## config.mk

```make
export PLATFORM = sky130hd
export DESIGN_NAME = dac_segment_encoder_flat
export DESIGN_NICKNAME = d
export VERILOG_FILES = /design/src/rtl/dac_pkg.sv /design/src/rtl/dac_segment_encoder_if.sv /design/src/rtl/dwa_rotator.sv /design/src/rtl/dac_segment_encoder.sv /design/src/flat_wrapper.sv
export SDC_FILE = /design/constraint.sdc
export NUM_CORES = 1
export LEC_CHECK = 0
export BUFFER_PORTS_ARGS = -buffer_cell sky130_fd_sc_hd__buf_2
export CAP_MARGIN = 0
export CORE_MARGIN = 2
export CORE_UTILIZATION = 45
export CTS_CLUSTER_SIZE = 24
export DETAILED_ROUTE_END_ITERATION = 12
export HOLD_SLACK_MARGIN = 0.02
export PLACE_DENSITY = 0.79
export SLEW_MARGIN = 10
export SYNTH_ARGS = -nofsm -noshare
export SYNTH_HDL_FRONTEND = slang
export SYNTH_SLANG_ARGS = --single-unit
export TNS_END_PERCENT = 1
```

## constraint.sdc

```tcl
create_clock -name clkin -period 2.95 [get_ports clkin]
set_input_delay 0.7375 -clock clkin [delete_from_list [all_inputs] [get_ports clkin]]
set_output_delay 0.7375 -clock clkin [all_outputs]
set_load 0.005 [all_outputs]
```

## src/rtl/dac_pkg.sv

```systemverilog
// Shared types and helpers for the segmented DAC front-end.
// Latency: n/a (declarations only).
// Backpressure: n/a.
package dac_pkg;

    // Calibration sequencer states.
    typedef enum logic [1:0] {
        CAL_IDLE  = 2'd0,
        CAL_SWEEP = 2'd1,
        CAL_DONE  = 2'd2
    } cal_state_e;

    // Default geometry of the converter.
    localparam int DEF_NTHERM    = 17;
    localparam int DEF_NBIN      = 6;
    localparam int DEF_CODE_W    = 11;
    localparam int DEF_CAL_DWELL = 256;

    // Largest code the array can represent: every thermometer unit plus a
    // full binary LSB section.
    function automatic int max_code(input int ntherm, input int nbin);
        return ntherm * (1 << nbin) + (1 << nbin) - 1;
    endfunction

    // Units visited by the calibration sweep: thermometer cells, then the
    // binary cells including the redundant LSB.
    function automatic int unit_count(input int ntherm, input int nbin);
        return ntherm + nbin + 1;
    endfunction

    localparam int NUNITS = unit_count(DEF_NTHERM, DEF_NBIN);

endpackage

```

## src/rtl/dac_segment_encoder_if.sv

```systemverilog
// Sample/control/select bundle between the sample source and the encoder.
// Latency: n/a (wiring only).
// Backpressure: none; code_valid qualifies samples, there is no ready.
//
// Ports (slave = encoder side):
//   code, code_valid, dwa_en, cal_start, cal_abort       -> into encoder
//   dataintherm(b), datainbin(b), dataical, cal_busy,
//   cal_done, cal_idx, ovf                               <- out of encoder
interface dac_segment_encoder_if
    import dac_pkg::*;
#(
    parameter int NTHERM = DEF_NTHERM,
    parameter int NBIN   = DEF_NBIN,
    parameter int CODE_W = DEF_CODE_W
);
    localparam int IDX_W = $clog2(unit_count(NTHERM, NBIN));

    logic [CODE_W-1:0] code;
    logic              code_valid;
    logic              dwa_en;
    logic              cal_start;
    logic              cal_abort;

    logic [NTHERM-1:0] dataintherm;
    logic [NTHERM-1:0] datainthermb;
    logic [NBIN:0]     datainbin;
    logic [NBIN:0]     datainbinb;
    logic              dataical;
    logic              cal_busy;
    logic              cal_done;
    logic [IDX_W-1:0]  cal_idx;
    logic              ovf;

    modport master (
        output code, code_valid, dwa_en, cal_start, cal_abort,
        input  dataintherm, datainthermb, datainbin, datainbinb,
               dataical, cal_busy, cal_done, cal_idx, ovf
    );

    modport slave (
        input  code, code_valid, dwa_en, cal_start, cal_abort,
        output dataintherm, datainthermb, datainbin, datainbinb,
               dataical, cal_busy, cal_done, cal_idx, ovf
    );

endinterface

```

## src/rtl/dwa_rotator.sv

```systemverilog
// Builds a k-unit thermometer mask rotated to start at ptr; returns next ptr.
// Latency: combinational.
// Backpressure: none.
//
// Ports:
//   k_i        number of units to select, 0..NTHERM
//   ptr_i      first unit of the run, 0..NTHERM-1
//   therm_o    selected units, wrapping modulo NTHERM
//   ptr_nxt_o  (ptr_i + k_i) mod NTHERM
module dwa_rotator
    import dac_pkg::*;
#(
    parameter int NTHERM = DEF_NTHERM,
    parameter int KW     = $clog2(NTHERM + 1),
    parameter int PW     = $clog2(NTHERM)
) (
    input  logic [KW-1:0]     k_i,
    input  logic [PW-1:0]     ptr_i,
    output logic [NTHERM-1:0] therm_o,
    output logic [PW-1:0]     ptr_nxt_o
);

    logic [NTHERM-1:0]   base;
    logic [2*NTHERM-1:0] spread;
    logic [PW:0]         sum;

    always_comb begin
        base = '0;
        for (int i = 0; i < NTHERM; i++) begin
            base[i] = (i < int'(k_i));
        end

        // Shift the unrotated mask into a double-width window and fold the
        // overflow half back onto the bottom: a rotate-left by ptr_i.
        spread  = {{NTHERM{1'b0}}, base} << ptr_i;
        therm_o = spread[NTHERM-1:0] | spread[2*NTHERM-1:NTHERM];

        // ptr_i < NTHERM and k_i <= NTHERM, so one conditional subtract
        // is a full modulo; k_i == NTHERM lands back on ptr_i.
        sum = (PW+1)'(ptr_i) + (PW+1)'(k_i);
        if (sum >= (PW+1)'(NTHERM)) begin
            sum = sum - (PW+1)'(NTHERM);
        end
        ptr_nxt_o = sum[PW-1:0];
    end

endmodule

```

## src/rtl/dac_segment_encoder.sv

```systemverilog
// Segmented DAC front-end: saturate, split, DWA-rotate and calibration-sweep.
// Latency: 2 cycles code -> unit selects; calibration selects follow FSM state.
// Backpressure: none; code_valid low holds outputs, codes ignored while sweeping.
//
// Ports:
//   clkin   sample clock (rising edge)
//   pdb     async active-low reset / power-down
//   bus     slave side of dac_segment_encoder_if (code in, unit selects out)
module dac_segment_encoder
    import dac_pkg::*;
#(
    parameter int NTHERM    = DEF_NTHERM,
    parameter int NBIN      = DEF_NBIN,
    parameter int CODE_W    = DEF_CODE_W,
    parameter int CAL_DWELL = DEF_CAL_DWELL
) (
    input  logic                  clkin,
    input  logic                  pdb,
    dac_segment_encoder_if.slave  bus
);

    localparam int UNITS = unit_count(NTHERM, NBIN);
    localparam int IDX_W = $clog2(UNITS);
    localparam int KW    = $clog2(NTHERM + 1);
    localparam int PW    = $clog2(NTHERM);
    localparam int DW_W  = $clog2(CAL_DWELL + 1);

    localparam logic [CODE_W-1:0] MAXC = CODE_W'(max_code(NTHERM, NBIN));

    // ------------------------------------------------------------------
    // Calibration sequencer state
    // ------------------------------------------------------------------
    cal_state_e        state_q, state_d;
    logic [IDX_W-1:0]  idx_q, idx_d;
    logic [DW_W-1:0]   dwell_q, dwell_d;
    logic              sweep;

    assign sweep = (state_q == CAL_SWEEP);

    // ------------------------------------------------------------------
    // Stage 1: saturate and split
    // ------------------------------------------------------------------
    logic              s1_vld_q;
    logic [KW-1:0]     s1_k_q;
    logic [NBIN-1:0]   s1_lsb_q;
    logic              s1_dwa_q;
    logic              ovf_q;

    logic              code_big;
    logic [CODE_W-1:0] code_sat;

    assign code_big = (bus.code > MAXC);
    assign code_sat = code_big ? MAXC : bus.code;

    // While sweeping the stage is frozen, so whatever it held on entry is
    // decoded exactly once when the sweep ends.
    always_ff @(posedge clkin or negedge pdb) begin
        if (!pdb) begin
            s1_vld_q <= 1'b0;
            s1_k_q   <= '0;
            s1_lsb_q <= '0;
            s1_dwa_q <= 1'b0;
            ovf_q    <= 1'b0;
        end else if (!sweep) begin
            s1_vld_q <= bus.code_valid;
            if (bus.code_valid) begin
                s1_k_q   <= KW'(code_sat >> NBIN);
                s1_lsb_q <= code_sat[NBIN-1:0];
                s1_dwa_q <= bus.dwa_en;
                if (code_big) begin
                    ovf_q <= 1'b1;
                end
            end
        end
    end

    // ------------------------------------------------------------------
    // Stage 2: decode / rotate, register selects
    // ------------------------------------------------------------------
    logic [NTHERM-1:0] therm_q;
    logic [NBIN:0]     bin_q;
    logic [PW-1:0]     ptr_q;

    logic [PW-1:0]     rot_ptr;
    logic [NTHERM-1:0] rot_therm;
    logic [PW-1:0]     rot_ptr_nxt;

    // Static mode is a rotation from unit 0; the DWA pointer is left alone
    // so switching back to DWA continues where it stopped.
    assign rot_ptr = s1_dwa_q ? ptr_q : '0;

    dwa_rotator #(
        .NTHERM (NTHERM),
        .KW     (KW),
        .PW     (PW)
    ) u_rot (
        .k_i       (s1_k_q),
        .ptr_i     (rot_ptr),
        .therm_o   (rot_therm),
        .ptr_nxt_o (rot_ptr_nxt)
    );

    always_ff @(posedge clkin or negedge pdb) begin
        if (!pdb) begin
            therm_q <= '0;
            bin_q   <= '0;
            ptr_q   <= '0;
        end else if (!sweep && s1_vld_q) begin
            therm_q <= rot_therm;
            bin_q   <= {s1_lsb_q, 1'b0};
            if (s1_dwa_q) begin
                ptr_q <= rot_ptr_nxt;
            end
        end
    end

    // ------------------------------------------------------------------
    // Calibration FSM
    // ------------------------------------------------------------------
    always_ff @(posedge clkin or negedge pdb) begin
        if (!pdb) begin
            state_q <= CAL_IDLE;
            idx_q   <= '0;
            dwell_q <= '0;
        end else begin
            state_q <= state_d;
            idx_q   <= idx_d;
            dwell_q <= dwell_d;
        end
    end

    always_comb begin
        state_d = state_q;
        idx_d   = idx_q;
        dwell_d = dwell_q;

        case (state_q)
            CAL_IDLE: begin
                if (bus.cal_start) begin
                    state_d = CAL_SWEEP;
                    idx_d   = '0;
                    dwell_d = '0;
                end
            end
            CAL_SWEEP: begin
                if (dwell_q == DW_W'(CAL_DWELL - 1)) begin
                    dwell_d = '0;
                    if (idx_q == IDX_W'(UNITS - 1)) begin
                        state_d = CAL_DONE;
                        idx_d   = '0;
                    end else begin
                        idx_d = idx_q + IDX_W'(1);
                    end
                end else begin
                    dwell_d = dwell_q + DW_W'(1);
                end
            end
            CAL_DONE: begin
                state_d = CAL_IDLE;
            end
            default: begin
                state_d = CAL_IDLE;
            end
        endcase

        // Abort overrides everything, including the final-dwell exit, so an
        // aborted sweep never produces cal_done.
        if (bus.cal_abort) begin
            state_d = CAL_IDLE;
            idx_d   = '0;
            dwell_d = '0;
        end
    end

    // One-hot over the full unit list: therm cells first, then bin[0..NBIN].
    logic [UNITS-1:0] cal_onehot;

    always_comb begin
        cal_onehot = '0;
        for (int i = 0; i < UNITS; i++) begin
            cal_onehot[i] = (int'(idx_q) == i);
        end
    end

    // ------------------------------------------------------------------
    // Outputs: complements derived from the same select so the pairs can
    // never disagree, including in reset.
    // ------------------------------------------------------------------
    logic [NTHERM-1:0] sel_therm;
    logic [NBIN:0]     sel_bin;

    assign sel_therm = sweep ? cal_onehot[NTHERM-1:0]     : therm_q;
    assign sel_bin   = sweep ? cal_onehot[UNITS-1:NTHERM] : bin_q;

    assign bus.dataintherm  = sel_therm;
    assign bus.datainthermb = ~sel_therm;
    assign bus.datainbin    = sel_bin;
    assign bus.datainbinb   = ~sel_bin;
    assign bus.dataical     = sweep;
    assign bus.cal_busy     = (state_q != CAL_IDLE);
    assign bus.cal_done     = (state_q == CAL_DONE);
    assign bus.cal_idx      = idx_q;
    assign bus.ovf          = ovf_q;

endmodule

```

## src/flat_wrapper.sv

```systemverilog
// flat-port wrapper written by rule: the top's interface ports become plain ports
module dac_segment_encoder_flat import dac_pkg::*;
#(
    parameter int NTHERM    = DEF_NTHERM,
    parameter int NBIN      = DEF_NBIN,
    parameter int CODE_W    = DEF_CODE_W,
    parameter int CAL_DWELL = DEF_CAL_DWELL
)
  (clkin, pdb, bus_code, bus_code_valid, bus_dwa_en, bus_cal_start, bus_cal_abort, bus_dataintherm, bus_datainthermb, bus_datainbin, bus_datainbinb, bus_dataical, bus_cal_busy, bus_cal_done, bus_cal_idx, bus_ovf);
  dac_segment_encoder_if #(.NTHERM(NTHERM), .NBIN(NBIN), .CODE_W(CODE_W)) bus_i ();
  input  logic clkin;
  input  logic pdb;
  input wire logic [$bits(bus_i.code)-1:0] bus_code;
  input wire logic [$bits(bus_i.code_valid)-1:0] bus_code_valid;
  input wire logic [$bits(bus_i.dwa_en)-1:0] bus_dwa_en;
  input wire logic [$bits(bus_i.cal_start)-1:0] bus_cal_start;
  input wire logic [$bits(bus_i.cal_abort)-1:0] bus_cal_abort;
  output wire logic [$bits(bus_i.dataintherm)-1:0] bus_dataintherm;
  output wire logic [$bits(bus_i.datainthermb)-1:0] bus_datainthermb;
  output wire logic [$bits(bus_i.datainbin)-1:0] bus_datainbin;
  output wire logic [$bits(bus_i.datainbinb)-1:0] bus_datainbinb;
  output wire logic [$bits(bus_i.dataical)-1:0] bus_dataical;
  output wire logic [$bits(bus_i.cal_busy)-1:0] bus_cal_busy;
  output wire logic [$bits(bus_i.cal_done)-1:0] bus_cal_done;
  output wire logic [$bits(bus_i.cal_idx)-1:0] bus_cal_idx;
  output wire logic [$bits(bus_i.ovf)-1:0] bus_ovf;
  assign bus_i.code = bus_code;
  assign bus_i.code_valid = bus_code_valid;
  assign bus_i.dwa_en = bus_dwa_en;
  assign bus_i.cal_start = bus_cal_start;
  assign bus_i.cal_abort = bus_cal_abort;
  assign bus_dataintherm = bus_i.dataintherm;
  assign bus_datainthermb = bus_i.datainthermb;
  assign bus_datainbin = bus_i.datainbin;
  assign bus_datainbinb = bus_i.datainbinb;
  assign bus_dataical = bus_i.dataical;
  assign bus_cal_busy = bus_i.cal_busy;
  assign bus_cal_done = bus_i.cal_done;
  assign bus_cal_idx = bus_i.cal_idx;
  assign bus_ovf = bus_i.ovf;
  dac_segment_encoder #(.NTHERM(NTHERM), .NBIN(NBIN), .CODE_W(CODE_W), .CAL_DWELL(CAL_DWELL)) u_core (.clkin(clkin), .pdb(pdb), .bus(bus_i));
endmodule
```

* Word-level counts from Yosys, hierarchy flattened
Index checks and enable logic that the tools add are counted.
** Cells by class
- Add/subtract/negate cells :: 4
- Reduce and logical (&&, ||, !) cells :: 12
- Eq/ne operators :: 30
- Mux-type cells :: 19
- Bitwise operators :: 4
- Shifts and indexed selects :: 1
- Order comparisons :: 19
** Operators by type and width (count)
- 5-bit equality test, second input constant :: 17
- 4-bit by 5-bit < comparator with 1-bit output, first input constant :: 8
- 17-bit by 5-bit left shift with 34-bit output :: 1
- 5-bit two-way mux :: 6
- 9-bit two-way mux :: 3
- 5-bit by 4-bit equality test with 1-bit output, second input constant :: 4
- 3-bit by 5-bit < comparator with 1-bit output, first input constant :: 4
- 9-bit one-hot mux with 2 select lines :: 1
- 17-bit two-way mux :: 1
- 17-bit NOT :: 1
- 17-bit OR :: 1
- 11-bit > comparator, second input constant :: 1
- 11-bit two-way mux :: 1
- 5-bit by 3-bit equality test with 1-bit output, second input constant :: 2
- 1-bit by 5-bit < comparator with 1-bit output, first input constant :: 2
- 2-bit by 5-bit < comparator with 1-bit output, first input constant :: 2
- 5-bit one-hot mux with 2 select lines :: 1
- 9-bit by 1-bit adder with 9-bit output, second input constant :: 1
- 9-bit by 8-bit equality test with 1-bit output, second input constant :: 1
- 3-bit != test, second input constant :: 3
- 3-bit AND reduction :: 3
- 2-bit two-way mux :: 4
- 7-bit two-way mux :: 1
- 7-bit NOT :: 1
- other kinds (17) :: 19
** Word-level totals
- Output and inout port bits :: 57
- Register bits :: 58
- Word-level logic and storage cells :: 100
- Input port bits :: 17

* Depth between registers and ports, before layout
Gate-level depths: netlist of the first run.
- Word-level depth :: 5
- Mapped depth :: 12
- Depth with buffers taken out :: 10

* Hierarchy
Synthesis of the first run repeated with hierarchy kept, for this count alone.
** Unflattened totals
- Cells, all modules :: 531
- Area, all modules :: 4570.6 sq um
** Modules (own cells, without submodules)
- dac_segment_encoder :: cells an instance 297, instances 1, area an instance 3056.7 sq um, sequential area each 1451.4 sq um
- dwa_rotator :: cells an instance 234, instances 1, area an instance 1514.0 sq um, sequential area each 0.0 sq um

* Worst setup path after synthesis of the first run
OpenSTA, ideal clock, no wires.
- Kind :: register -> register
- Start :: reg u_core.s1_dwa_q
- End :: reg u_core.ptr_q[1]
- Data arrival time :: 3.002 ns
- Buffers on the path :: 2
- Stages on the path, launching flop included :: 13
- Period minus slack after synthesis :: 3.084 ns
- Required time :: 2.868 ns
- Path slack :: -0.134 ns
- Path through :: dfrtp_1 > buf_2 > clkbuf_1 > and2_1 > ha_1 > ha_1 > a211o_1 > a221oi_1 > mux2i_1 > nand4_1 > o31a_1 > or3_1 > a31oi_1
** Between the ends
- Word-level cells in the longest chain between the ends :: 4
- Elaborated cells between the ends (all ways) :: 6
- Those cells by class :: add/sub (2); order compare (1); mux (2); reduce/logical (1)
** RTL lines
- start: declaration :: RTL line dac_segment_encoder.sv:46 : logic s1_dwa_q;
- start signal: assignment :: RTL line dac_segment_encoder.sv:69 : s1_dwa_q <= bus.dwa_en;
- 5-bit two-way mux :: RTL line dac_segment_encoder.sv:90 : assign rot_ptr = s1_dwa_q ? ptr_q : '0;
- 5-bit by 5-bit adder with 6-bit output :: RTL line dwa_rotator.sv:40 : sum = (PW+1)'(ptr_i) + (PW+1)'(k_i);
- 5-bit subtractor / 6-bit by 5-bit greater-or-equal comparator with 1-bit output (equally long branches) :: RTL line dwa_rotator.sv:42, dwa_rotator.sv:41
- 5-bit two-way mux :: RTL line dwa_rotator.sv:41 : if (sum >= (PW+1)'(NTHERM)) begin
- end signal: assignment :: RTL line dac_segment_encoder.sv:112 : ptr_q <= rot_ptr_nxt;
- end: declaration :: RTL line dac_segment_encoder.sv:82 : logic [PW-1:0] ptr_q;
Parallel ways exist; a longest one is shown, timed or not.
A chain may end at the register's enable or synchronous reset.

* Final worst setup path of the first run
Ends and elaborated chain as after synthesis.

==> out/results.ini, run 1 <==
[run_status]
status = finished, final reports clean

[die]
core-area_sq_mm = 0.00928
rows = 35
die_height_um = 102
start_util_pct = 46.7
die_w_um = 102
ios = 74
dieArea_sq_mm = 0.0104

[clock_network]
ctsResizeCount = 0
cts_tree = built
cts_root_buf = clkbuf_8
path_clk_slew_ns = 0.07
htreeDepth = 3
cts_hold_buf = 0
numCtsBuffers = 9
cts_buffer_depth = 2
clk_latency_ns = 0.34
clkSinkCount = 58

[timing]
fin_crit_sh_pct = 94.5
tightest_slew_ns = 0.674
post-route-min-period_ns = 2.79
fin_skew_ns = 0.00910
drv_slew = 0
setup_ws_ns = 0.162
hold_ws_ns = 0.316
tns_ns = 0
fmax_ghz = 0.359
finalSetupViolCount = 0
rsz0062_at_grt = no
hold_viol = 0
slew_headroom_pct = 54.7

[synthesis]
yosys_warnings = 0
async_flop_share_pct = 100
ys_types = 65
yosysTopAreaCell = dfrtp_1
avgSynthCellArea_sq_um = 7.60
synth_edf_count = 0
yosys-top-cells-count = nand2_1 (93), dfrtp_1 (58), nor2_1 (50)
synth-seq-cells = 58
seq_area_frac_synth_pct = 33.5
synthCells = 570
yosysMostFrequentCell = nand2_1
syn-num-nets = 598
synth_ff_type = dfrtp_1
ys_top_cells_by_area = dfrtp_1 (33%), nand2_1 (8.1%), o21ai_0 (5.5%)
synth_top_area_share_pct = 33.5
netlist_area_sq_mm = 0.00433

[global_routing]
grt_max_degree = 41
grtUsageTotal_pct = 25.4
grt_overflow = 0
grt_pass1_wl_mm = 20.9
antenna_found_initial = 0
grt_pass1_vias = 4224

[routing]
drc_errors = 0
ant_nets = 0
post_drt_wl_per_cell_um = 16.7
drt_iter0_drc = 361
wl_mm = 13.0
via_count = 4658
routed_via_density = 6.02
first_pass_iters = 5

[power]
p_per_area_mw_per_mm2 = 748
peakVddDrop_uv = 535
p_leak_uw = 0.00237

[placement]
place_ws_ns = 0.147
gp_congestion = 0.971
dp_hpwl_mm = 9.92
dp.cells = 758
port_buffers = 73

[cells_and_area]
area_delta_synth_final_pct = 18.4
n_antenna_cell = 0
fin_util_pct = 55.3
final-instance-count-excl-fill = 774
drive_gt1_share_pct = 19.2
nNetsFinal = 670

[critical_path]
critPathArrivalTime_ns = 3.05
rrSetupSlack_ns = 0.16
crit_fanout = 5
timing.rr.end = u_core.ptr_q[1]$_DFFE_PN0P_
rr_startpoint = u_core.s1_dwa_q$_DFFE_PN0P_
r2r_cells = 10
required_ns = 3.21
path_class = flop to flop
startpoint_type = flop
end_kind = flop

[worst_hold_path]
worst_hold_path_type = input pin to asynchronous set/reset pin

[flow_run]
max-cap-violations = 0

-- layer usage --
layer / vias to the layer above / GRT usage (%) / part of all wire (%)
met4: 0 / 10.1 / 2.3
met5: - / 0 / 0
met1: 2180 / 34.1 / 44
li1: 2210 / - / -
met2: 234 / 41.0 / 47
met3: 34 / 4.45 / 6.9
-- report_power, final --
| part | internal (uW) | switching [uW] | leakage [uW] |
|---|---|---|---|
| clock | 535 | 303 | 0.000115 |
| sequential | 982 | 166 | 0.000706 |
| combinational | 760 | 1090 | 0.00155 |
| total | 2280 | 1560 | 0.00237 |
-- worst max-delay path by stage --
stage / start / endpoint / slack, ns
finish: u_core.s1_dwa_q$_DFFE_PN0P_ / u_core.ptr_q[1]$_DFFE_PN0P_ / 0.16
global route: u_core.s1_dwa_q$_DFFE_PN0P_ / u_core.ptr_q[1]$_DFFE_PN0P_ / 0.005
CTS: u_core.s1_dwa_q$_DFFE_PN0P_ / u_core.ptr_q[1]$_DFFE_PN0P_ / 0.14
detailed placement: u_core.s1_dwa_q$_DFFE_PN0P_ / u_core.ptr_q[1]$_DFFE_PN0P_ / 0.15
global placement: u_core.s1_dwa_q$_DFFE_PN0P_ / u_core.ptr_q[1]$_DFFE_PN0P_ / 0.28
floorplan: u_core.ptr_q[0]$_DFFE_PN0P_ / u_core.ptr_q[1]$_DFFE_PN0P_ / 0.01
-- critical path, cell delays in order, from the launching register on --
cell,delay (ns)
dfrtp_1,0.40
and2_1,0.15
ha_1,0.23
ha_2,0.23
a211o_1,0.28
a221oi_2,0.27
mux2i_1,0.21
nand4_1,0.17
o31a_1,0.20
or3_1,0.37
a31oi_1,0.19
-- per-stage QoR --
step                total power [uW]  area, sq um
detailed placement              2930         4890
global placement                2880         4890
CTS                             3780         5110
floorplan                       2320         4350
global route                    4110         5130
finish                          3830         5130
-- registers in the layout (all words and copies together), names as in the netlist --
register	count
u_core.therm_q	17
u_core.s1_vld_q	1
u_core.s1_k_q	5
u_core.bin_q	6
u_core.state_q	2
u_core.ptr_q	5
u_core.dwell_q	9
u_core.s1_lsb_q	6
u_core.s1_dwa_q	1
u_core.bus.cal_idx	5
u_core.bus.ovf	1
-- placed cells by master, fill, tap and decap left out, types with 5 or more instances in the layout --
cell       n
buf_4     26
nor2_1    50
nand3b_1   5
nand3_1   12
o21ai_0   48
nand4_1    5
nor3_1    10
ha_1      10
buf_2     73
a211oi_1   6
o21a_1    14
and2_1    10
and3_1     6
a21oi_1   24
inv_1     36
a221o_1    5
clkbuf_8  12
nor2b_1    9
a22oi_1   16
o22a_1     8
nand2_1   93
dfrtp_1   58
o31ai_1    9
a31oi_1   14
-- cell families (layout without fill, tap and decap cells) --
group	after synthesis	after routing	synth area share, %
compound gates	194	194	30.8
xor+xnor	6	6	1.21
fa+ha+maj	14	14	3.87
buf+inv	76	151	6.99
flops	58	58	33.5
mux	3	3	0.693
simple gates	219	219	23.0
-- layout make-up --
| class | instances | area [sq um] |
|---|---|---|
| fill | 885 | 4150 |
| tap | 129 | 161 |
| sequential | 58 | 1450 |
| clock inverter | 2 | 60.1 |
| multi-input combinational | 436 | 2590 |
| clock buffer | 12 | 165 |
| timing repair buffer | 99 | 561 |
| inverter | 38 | 143 |
-- timing repair --
action,in CTS,in global routing
setup endpoints to repair,0,1
buffers inserted,0,2
hold endpoints to repair,0,0
Power figures use the tool's default switching activity.
==> run 2: changes to the inputs <==
Settings changed: CORE_UTILIZATION 45 to 52, PLACE_DENSITY 0.79 to 0.87, SYNTH_HIERARCHICAL from default to 1.
==> out/results.ini, run 2 <==
[run_status]
status = finished, final reports clean

[synthesis]
synth_top_area_share_pct = 31.8
synth.area.mux_share_pct = 9.42
yosysMostFrequentCell = nand2_1
netlist_area_sq_mm = 0.00457
synth_top_family_by_area = compound AO/OA/AOI/OAI gates
synth_edf_count = 0
synth-seq-cells = 58
syn-num-nets = 562
synth-simple-area-share_pct = 19.0
avgSynthCellArea_sq_um = 8.61
synth_ff_type = dfrtp_1
ys_types = 81
synth_compound_area_share_pct = 27.3
synthCells = 531
ys_top_cells_by_area = dfrtp_1 (32%), mux2_2 (7.9%), nand2_1 (5.3%)
yosys.area_share.xor_xnor_pct = 1.53
yosys_warnings = 6
yosysTopAreaCell = dfrtp_1
synthAdderAreaFrac_pct = 4.43
async_flop_share_pct = 100
yosys-top-cells-count = nand2_1 (65), dfrtp_1 (58), o21ai_0 (37)
seq_area_frac_synth_pct = 31.8

[power]
power.total_uw = 3700
peakVddDrop_uv = 422
p_per_area_mw_per_mm2 = 695
p_leak_uw = 0.00243

[clock_network]
htreeDepth = 3
cts_buffer_depth = 2
cts_tree = built
cts_root_buf = clkbuf_8
clkSinkCount = 58
path_clk_slew_ns = 0.07
clk_latency_ns = 0.34
numCtsBuffers = 9

[timing]
rsz0062_at_grt = yes
hold_viol = 0
tightest_slew_ns = 0.807
fmax_ghz = 0.345
tns_ns = 0
setup_ws_ns = 0.0548
fin_crit_sh_pct = 98.1
drv_slew = 0
fin_skew_ns = 0.00841
slew_headroom_pct = 46.2
post-route-min-period_ns = 2.90
finalSetupViolCount = 0

[die]
start_util_pct = 52.9
ios = 74
die_w_um = 97.8
rows = 34
core-area_sq_mm = 0.00864
dieArea_sq_mm = 0.00956
die_height_um = 97.8

[routing]
post_drt_wl_per_cell_um = 17.9
ant_nets = 0
routed_via_density = 6.32
first_pass_iters = 8
wl_mm = 12.9
drt_iter0_drc = 448
via_count = 4541
drc_errors = 0

[worst_hold_path]
worst_hold_path_type = input pin to asynchronous set/reset pin

[global_routing]
grtUsageTotal_pct = 26.3
grt_pass1_vias = 4248
grt_overflow = 0
grt_max_degree = 39
grt_pass1_wl_mm = 20.6
antenna_found_initial = 0

[cells_and_area]
largestRegisters = u_core/therm_q x17, u_core/dwell_q x9
n_antenna_cell = 0
nNetsFinal = 636
final-instance-count-excl-fill = 718
fin_util_pct = 61.7
area_delta_synth_final_pct = 16.6
largest_reg_flops = 17
nFillCells = 711
layout_commonest_cell = buf_2
drive_gt1_share_pct = 28.7
regMostFlops = u_core/therm_q
final_cell_mix = buf_2 (73), nand2_1 (64), dfrtp_1 (58)

[placement]
dp.cells = 698
dp_hpwl_mm = 9.24
port_buffers = 73
gp_congestion = 0.902
place_ws_ns = -0.0640

[critical_path]
rr_startpoint = u_core/ptr_q[0]$_DFFE_PN0P_
timing.rr.end = u_core/ptr_q[3]$_DFFE_PN0P_
rrSetupSlack_ns = 0.05
critPathArrivalTime_ns = 3.12
required_ns = 3.17
worstSetupStartpoint = u_core/ptr_q[0]$_DFFE_PN0P_
startpoint_type = flop
r2r_cells = 11
crit_fanout = 3
end_kind = flop
path_class = flop to flop

[flow_run]
max-cap-violations = 0

-- run 2: repair_timing --
action | CTS | global route
pin swaps | 3 | 4
hold buffers | 0 | 0
endpoints found under the setup margin | 2 | 2
resized for setup | 4 | 9
gates cloned | 0 | 0
endpoints found under the hold margin | 0 | 0
buffers inserted | 3 | 1
-- run 2: metal layers --
metal | up-vias | track usage, % | routed length (um)
li1 | 2092 | - | -
met1 | 2169 | 35.6 | 5460
met2 | 235 | 42.3 | 6120
met3 | 45 | 4.72 | 871
met4 | 0 | 9.83 | 413
met5 | - | 0 | 0
-- run 2: logic make-up after synthesis --
kind of cell | after synthesis
AOI/OAI and AO/OA | 172
and+or+nand+nor | 172
buffers and inverters | 66
DFF | 58
muxes | 39
adders and majority gates | 16
xor gates and xnor gates | 8
-- run 2: how the worst max path moves through the flow --
stage               slack [ns]  cells past startpoint                           to
CTS                       0.02                     11  u_core/ptr_q[3]$_DFFE_PN0P_
finish                    0.05                     11  u_core/ptr_q[3]$_DFFE_PN0P_
floorplan                 0.03                     11  u_core/ptr_q[3]$_DFFE_PN0P_
detailed placement       -0.06                     11  u_core/ptr_q[3]$_DFFE_PN0P_
global placement          0.06                     11  u_core/ptr_q[3]$_DFFE_PN0P_
global route             -0.05                     11  u_core/ptr_q[3]$_DFFE_PN0P_
-- run 2: stage by stage --
step                      area [sq um]  hold slack [ns]
after floorplan                   4570            0.442
after global placement            5040            0.459
after detailed placement          5040            0.473
after CTS                         5280            0.490
after global routing              5330            0.515
final                             5330            0.480
-- run 2: cell type report --
class	instances	area [sq um]	area share, %
timing repair buffer	98	553	10.4
sequential	58	1450	27.2
clock buffer	10	138	2.58
multi-input combinational	407	2870	53.8
tap	108	135	2.54
clock inverter	6	66.3	1.24
inverter	31	119	2.23
-- run 2: worst max-delay path, cell delays in order (launching register included) --
cell and delay (ns):
dfrtp_1 0.38, and2_4 0.18, ha_4 0.16, inv_2 0.05
fa_2 0.49, ha_4 0.19, nand2_2 0.07, nor4b_1 0.05
o41a_2 0.49, nor4bb_4 0.31, xor2_1 0.14, mux2_2 0.28
-- run 2: power breakdown --
group | leakage (uW) | internal (uW) | switching [uW]
Sequential | 0.000704 | 986 | 127
Combinational | 0.00164 | 854 | 990
Clock | 0.0000945 | 412 | 334
Total | 0.00243 | 2250 | 1450
